### config.mk
export PLATFORM = sky130hd
export DESIGN_NAME = dmem_port_rv
export DESIGN_NICKNAME = d
export VERILOG_FILES = /design/src/rtl/dmem_port_rv.sv
export SDC_FILE = /design/constraint.sdc
export NUM_CORES = 1
export LEC_CHECK = 0
export CORE_MARGIN = 2
export CORE_UTILIZATION = 40
export CTS_CLUSTER_SIZE = 8
export DETAILED_ROUTE_END_ITERATION = 7
export PLACE_DENSITY_LB_ADDON = 0.08
export SYNTH_ARGS = -nofsm -noshare
export SYNTH_HDL_FRONTEND = slang
export SYNTH_SLANG_ARGS = --single-unit
### constraint.sdc
create_clock -name iwClk -period 5.55 [get_ports iwClk]
set_clock_uncertainty 0.1 [all_clocks]
set_input_delay 0.8325 -clock iwClk [delete_from_list [all_inputs] [get_ports iwClk]]
set_output_delay 0.8325 -clock iwClk [all_outputs]
set_load 0.05 [all_outputs]
### src/rtl/dmem_port_rv.sv
// Data-memory responder: load/store against a word-wide synchronous SRAM with lane select,
// extension and sub-word read-modify-write. Define DMEM_ALIGN_CHECK_EN to fault misaligned accesses.
`ifndef MEM_ACCESS_BYTE
`define MEM_ACCESS_BYTE      2'b00
`endif
`ifndef MEM_ACCESS_HALF_WORD
`define MEM_ACCESS_HALF_WORD 2'b01
`endif
`ifndef MEM_ACCESS_WORD
`define MEM_ACCESS_WORD      2'b10
`endif
`ifndef EXCEPTION_SUCCESS
`define EXCEPTION_SUCCESS       4'h0
`endif
`ifndef EXCEPTION_ILLEGAL_INSTR
`define EXCEPTION_ILLEGAL_INSTR 4'h1
`endif
`ifndef EXCEPTION_MISALIGNED
`define EXCEPTION_MISALIGNED    4'h2
`endif

module dmem_port_rv #(
    parameter int unsigned ADDR_WIDTH = 10
) (
    input  logic                  iwClk,
    input  logic                  iwRst,
    input  logic                  iwReqValid,
    output logic                  owReqReady,
    input  logic                  iwReqWrite,
    input  logic                  iwReqSignExtend,
    input  logic [1:0]            iwReqAccess,
    input  logic [31:0]           iwReqAddr,
    input  logic [31:0]           iwReqWData,
    output logic                  owRespValid,
    input  logic                  iwRespReady,
    output logic [31:0]           orRespRData,
    output logic [3:0]            orRespException,
    output logic [ADDR_WIDTH-1:0] owMemAddr,
    output logic                  owMemWe,
    output logic [31:0]           owMemWData,
    input  logic [31:0]           iwMemRData
);
    localparam int unsigned BYTE_ADDR_WIDTH = ADDR_WIDTH + 2;

    typedef enum logic [2:0] {IDLE, READ, MERGE, WRITE, RESP} stateT;

    stateT                      state;
    stateT                      nextState;
    logic                       rWrite;
    logic                       rSignExtend;
    logic [1:0]                 rAccess;
    logic [BYTE_ADDR_WIDTH-1:0] rAddr;
    logic [31:0]                rWData;

    logic        reqFire;
    logic        accessReserved;
    logic        alignFault;
    logic [1:0]  reqAddrLow;
    logic [7:0]  byteLane;
    logic [15:0] halfLane;
    logic [31:0] loadData;
    logic [31:0] mergedWord;
    logic        unusedAddrBits;

    assign unusedAddrBits = ^iwReqAddr[31:BYTE_ADDR_WIDTH];

    assign owReqReady  = (state == IDLE) && !iwRst;
    assign owRespValid = (state == RESP);
    assign owMemWe     = (state == WRITE);
    assign owMemAddr   = rAddr[BYTE_ADDR_WIDTH-1:2];
    assign owMemWData  = rWData;
    assign reqFire     = iwReqValid && owReqReady;

    assign accessReserved = (iwReqAccess != `MEM_ACCESS_BYTE) &&
                            (iwReqAccess != `MEM_ACCESS_HALF_WORD) &&
                            (iwReqAccess != `MEM_ACCESS_WORD);

`ifdef DMEM_ALIGN_CHECK_EN
    assign alignFault = ((iwReqAccess == `MEM_ACCESS_HALF_WORD) && iwReqAddr[0]) ||
                        ((iwReqAccess == `MEM_ACCESS_WORD) && (iwReqAddr[1:0] != 2'b00));
    assign reqAddrLow = iwReqAddr[1:0];
`else
    // Without checking, misaligned requests are snapped down to their natural alignment.
    assign alignFault = 1'b0;
    always_comb begin
        reqAddrLow = iwReqAddr[1:0];
        if (iwReqAccess == `MEM_ACCESS_HALF_WORD) reqAddrLow = {iwReqAddr[1], 1'b0};
        else if (iwReqAccess == `MEM_ACCESS_WORD) reqAddrLow = 2'b00;
    end
`endif

    always_ff @(posedge iwClk or posedge iwRst) begin
        if (iwRst) state <= IDLE;
        else       state <= nextState;
    end

    always_comb begin
        nextState = state;
        case (state)
            IDLE: begin
                if (reqFire) begin
                    if (accessReserved || alignFault)      nextState = RESP;
                    else if (!iwReqWrite)                  nextState = READ;
                    else if (iwReqAccess == `MEM_ACCESS_WORD) nextState = WRITE;
                    else                                   nextState = READ;
                end
            end
            READ:    nextState = MERGE;
            MERGE:   nextState = rWrite ? WRITE : RESP;
            WRITE:   nextState = RESP;
            RESP:    if (iwRespReady) nextState = IDLE;
            default: nextState = IDLE;
        endcase
    end

    // Little-endian lane extraction and sub-word merge of the SRAM read word.
    always_comb begin
        byteLane = iwMemRData[7:0];
        case (rAddr[1:0])
            2'b01:   byteLane = iwMemRData[15:8];
            2'b10:   byteLane = iwMemRData[23:16];
            2'b11:   byteLane = iwMemRData[31:24];
            default: byteLane = iwMemRData[7:0];
        endcase
        halfLane = rAddr[1] ? iwMemRData[31:16] : iwMemRData[15:0];

        loadData = iwMemRData;
        if (rAccess == `MEM_ACCESS_BYTE)
            loadData = rSignExtend ? {{24{byteLane[7]}}, byteLane} : {24'h0, byteLane};
        else if (rAccess == `MEM_ACCESS_HALF_WORD)
            loadData = rSignExtend ? {{16{halfLane[15]}}, halfLane} : {16'h0, halfLane};

        mergedWord = iwMemRData;
        if (rAccess == `MEM_ACCESS_BYTE) begin
            case (rAddr[1:0])
                2'b01:   mergedWord[15:8]  = rWData[7:0];
                2'b10:   mergedWord[23:16] = rWData[7:0];
                2'b11:   mergedWord[31:24] = rWData[7:0];
                default: mergedWord[7:0]   = rWData[7:0];
            endcase
        end else if (rAccess == `MEM_ACCESS_HALF_WORD) begin
            if (rAddr[1]) mergedWord[31:16] = rWData[15:0];
            else          mergedWord[15:0]  = rWData[15:0];
        end
    end

    always_ff @(posedge iwClk or posedge iwRst) begin
        if (iwRst) begin
            rWrite          <= 1'b0;
            rSignExtend     <= 1'b0;
            rAccess         <= 2'b00;
            rAddr           <= '0;
            rWData          <= 32'h0;
            orRespRData     <= 32'h0;
            orRespException <= `EXCEPTION_SUCCESS;
        end else begin
            case (state)
                IDLE: begin
                    if (reqFire) begin
                        rWrite          <= iwReqWrite;
                        rSignExtend     <= iwReqSignExtend;
                        rAccess         <= iwReqAccess;
                        rAddr           <= {iwReqAddr[BYTE_ADDR_WIDTH-1:2], reqAddrLow};
                        rWData          <= iwReqWData;
                        orRespRData     <= 32'h0;
                        orRespException <= accessReserved ? `EXCEPTION_ILLEGAL_INSTR :
                                           alignFault     ? `EXCEPTION_MISALIGNED :
                                                            `EXCEPTION_SUCCESS;
                    end
                end
                MERGE: begin
                    if (rWrite) rWData      <= mergedWord;
                    else        orRespRData <= loadData;
                end
                default: ;
            endcase
        end
    end
endmodule

==> results.sh <==
export IMPL_drtAntennaViolNets=0
export IMPL_hold_viol_final=0
export IMPL_postCtsResizedCells=0
export IMPL_diodes=0
export IMPL_grt_pass1_wl_um=22400
export IMPL_async_reset_ff_share_pct=100
export IMPL_port_buffers=161
export IMPL_wire_per_inst_um=19.0
export IMPL_cts_sinks=84
export IMPL_r2r_end="owMemWData[8]"
export IMPL_cts_tree="yes"
export IMPL_gp_congestion=0.847
export IMPL_max_cap_violations=0
export IMPL_cpPeakStageDelay_ns=0.85
export IMPL_setup_worst_path_end_class="output port"
export IMPL_synth_edf_count=0
export IMPL_hold_end="orRespRData[10]"
export IMPL_slew_viol_final=0
export IMPL_powerDensity_nw_per_um2=685
export IMPL_holdPathStages=2
export IMPL_totalWireLength_um=14400
export IMPL_area_delta_synth_final_pct=39.0
export IMPL_clk_pin_slew_worst_paths_ns=0.06
export IMPL_fin_crit_sh_pct=60.1
export IMPL_hold_class="flop to flop"
export IMPL_synth_flop_cell="dfrtp_1"
export IMPL_start_kind="primary input"
export IMPL_setup_ws_ns=2.22
export IMPL_antenna_found_initial=0
export IMPL_status="complete, but fails checks"
export IMPL_ir_worst_vdd_uv=347
export IMPL_setup_tns_ns=0
export IMPL_yosysWarnings=0
export IMPL_syn_avg_cell_area_um2=9.89
export IMPL_violations="design-rule violations"
export IMPL_via_count=4090
export IMPL_core_um2=11500
export IMPL_drive_gt1_share_pct=14.4
export IMPL_synth_yosys_seq_area_share_pct=44.2
export IMPL_p_leak_uw=0.00273
export IMPL_fin_nets=713
export IMPL_crit_path_max_fanout=4
export IMPL_rr_worst_depth=4
export IMPL_setup_violations=0
export IMPL_fin_crit_ns=3.33
export IMPL_io_pins=185
export IMPL_dieHeight_um=113
export IMPL_ys_types=51
export IMPL_post_cts_buffers=0
export IMPL_drc=10
export IMPL_dp_hpwl_um=10800
export IMPL_grt_setup_unrepaired="no"
export IMPL_gr_total_overflow=0
export IMPL_netlist_instances=481
export IMPL_critPathMostFrequentCell="clkdlybuf4s50_1"
export IMPL_critPathArrivalTime_ns=2.40
export IMPL_slowest_stage="clkdlybuf4s50_1"
export IMPL_design_area_um2=6610
export IMPL_die_x_um=113
export IMPL_crit_type="primary input to output port"
export IMPL_r2r_start="state[1]"
export IMPL_tightest_slew_ns=1.03
export IMPL_die_area_um2=12800
export IMPL_worstPathRequired_ns=4.62
export IMPL_slew_headroom_pct=31.4
export IMPL_clock_root_buffer="clkbuf_16"
export IMPL_postCtsHoldBufs=0
export IMPL_htree_num_levels=3
export IMPL_grt_pass1_vias=3967
export IMPL_first_pass_iters=7
export IMPL_crit_chain="clkdlybuf4s50_1 > nor4_1 > clkdlybuf4s50_1"
export IMPL_start_util_pct=41.3
export IMPL_syn_cell_area_um2=4760
export IMPL_dp_slack_ns=2.23
export IMPL_clock_fmax_ghz=0.300
export IMPL_numCtsBuffers=9
export IMPL_synth_seq_cells=84
export IMPL_grt_use_total_pct=22.5
export IMPL_min_delay_start="orRespRData[10]"
export IMPL_clk_path_buf_depth=2
export IMPL_viasPerCell=5.41
export IMPL_worstSkewPairLatency_ns=0.33
export IMPL_n_fill_cell=1055
export IMPL_rows=39
export IMPL_rrSetupSlack_ns=3.00
export IMPL_grt_max_degree=46
export IMPL_drtIter0Drc=218
export IMPL_post_dp_cell_area_um2=6290
[layout make-up]
cell class	instances	area, µm²	share of cell area [%]
clock buffers	11	253	3.82
clock inverters	4	72.6	1.10
inverters	7	27.5	0.416
multi-input cells	342	2340	35.3
flip-flops and latches	84	2100	31.8
well taps	143	179	2.71
repair buffers	165	1640	24.8
[sequential cells by signal, indices dropped and copies added, names as in the netlist]
signal / flops
orRespRData: 32
owMemWData: 32
rAddr: 12
state: 3
rAccess: 2
orRespException: 1
rSignExtend: 1
rWrite: 1
[synthesized netlist by cell type (3+ instances only)]
master	number	area share [%]
o21ai_1	8	0.84
buf_6	6	1.4
buf_4	16	2.5
a2bb2oi_1	7	1.3
clkbuf_1	14	1.1
o21a_1	9	1.4
o221ai_1	14	2.6
nor3b_1	3	0.47
buf_2	12	1.3
dfrtp_1	84	44
mux2_2	26	6.2
and3_1	15	2.0
nor2b_1	3	0.39
o21ai_0	42	4.4
a21oi_1	25	2.6
a211oi_1	8	1.3
nor2_1	30	2.4
mux2_4	11	3.5
nand3_1	3	0.32
nand2_1	67	5.3
inv_1	7	0.55
mux2i_1	16	3.4
o21ai_2	21	3.9
[report_power, final]
part / internal (µW) / switching, µW / total (µW)
Combinational: 975 / 1700 / 2670
Sequential: 903 / 295 / 1200
Clock: 416 / 243 / 658
Total: 2290 / 2230 / 4530
[how the worst max path moves through the flow]
stage | startpoint | endpoint | cells past startpoint
after floorplan | iwRst | owReqReady | 1
after global placement | iwRst | owReqReady | 3
after detailed placement | iwRst | owReqReady | 3
after CTS | iwRst | owReqReady | 3
after global routing | iwRst | owReqReady | 3
final | iwRst | owReqReady | 3
[cells in the final DEF, fill, tap and decap left out, types with 6 or more instances in the layout]
| cell type | n |
|---|---|
| a211oi_1 | 8 |
| a21oi_1 | 25 |
| a2bb2oi_1 | 7 |
| and3_1 | 15 |
| clkbuf_16 | 9 |
| clkdlybuf4s50_1 | 161 |
| dfrtp_1 | 84 |
| inv_1 | 6 |
| mux2_2 | 26 |
| mux2_4 | 11 |
| mux2i_1 | 16 |
| nand2_1 | 67 |
| nor2_1 | 30 |
| o21a_1 | 9 |
| o21ai_0 | 42 |
| o21ai_1 | 7 |
| o21ai_2 | 22 |
| o221ai_1 | 14 |
[stage by stage]
stage | cells | hold slack, ns | power, µW | utilization, %
floorplan | 483 | 0.381 | 3130 | -
global placement | 741 | 0.362 | 3850 | 54.6
detailed placement | 741 | 0.367 | 3880 | 54.6
CTS | 756 | 0.380 | 4540 | 57.4
global route | 756 | 0.395 | 4760 | 57.4
finish | 756 | 0.375 | 4530 | 57.4
[per-layer routing]
layer	up-vias	routed length (µm)	part of all wire [%]	GRT usage, %
met3	12	899	6.3	3.37
met1	1961	6650	46	33.2
met4	0	157	1.1	6.34
li1	1967	-	-	-
met5	-	0	0	0
met2	150	6670	46	34.7
[cells by family after synthesis]
| family | count (synthesis) | share of synthesized area, % |
|---|---|---|
| and+or+nand+nor | 137 | 14.1 |
| muxes | 53 | 13.0 |
| AOI/OAI and AO/OA | 148 | 21.4 |
| other | 1 | 0.0788 |
| buffers and inverters | 57 | 7.05 |
| xor gates and xnor gates | 1 | 0.184 |
| DFF | 84 | 44.2 |
[worst max-delay path: cells and delay by family]
family / cells / cell delay, ns
simple gates: 1 / 0.22
buf+inv: 2 / 1.35
Note: power is estimated with default switching activity, not from simulation.
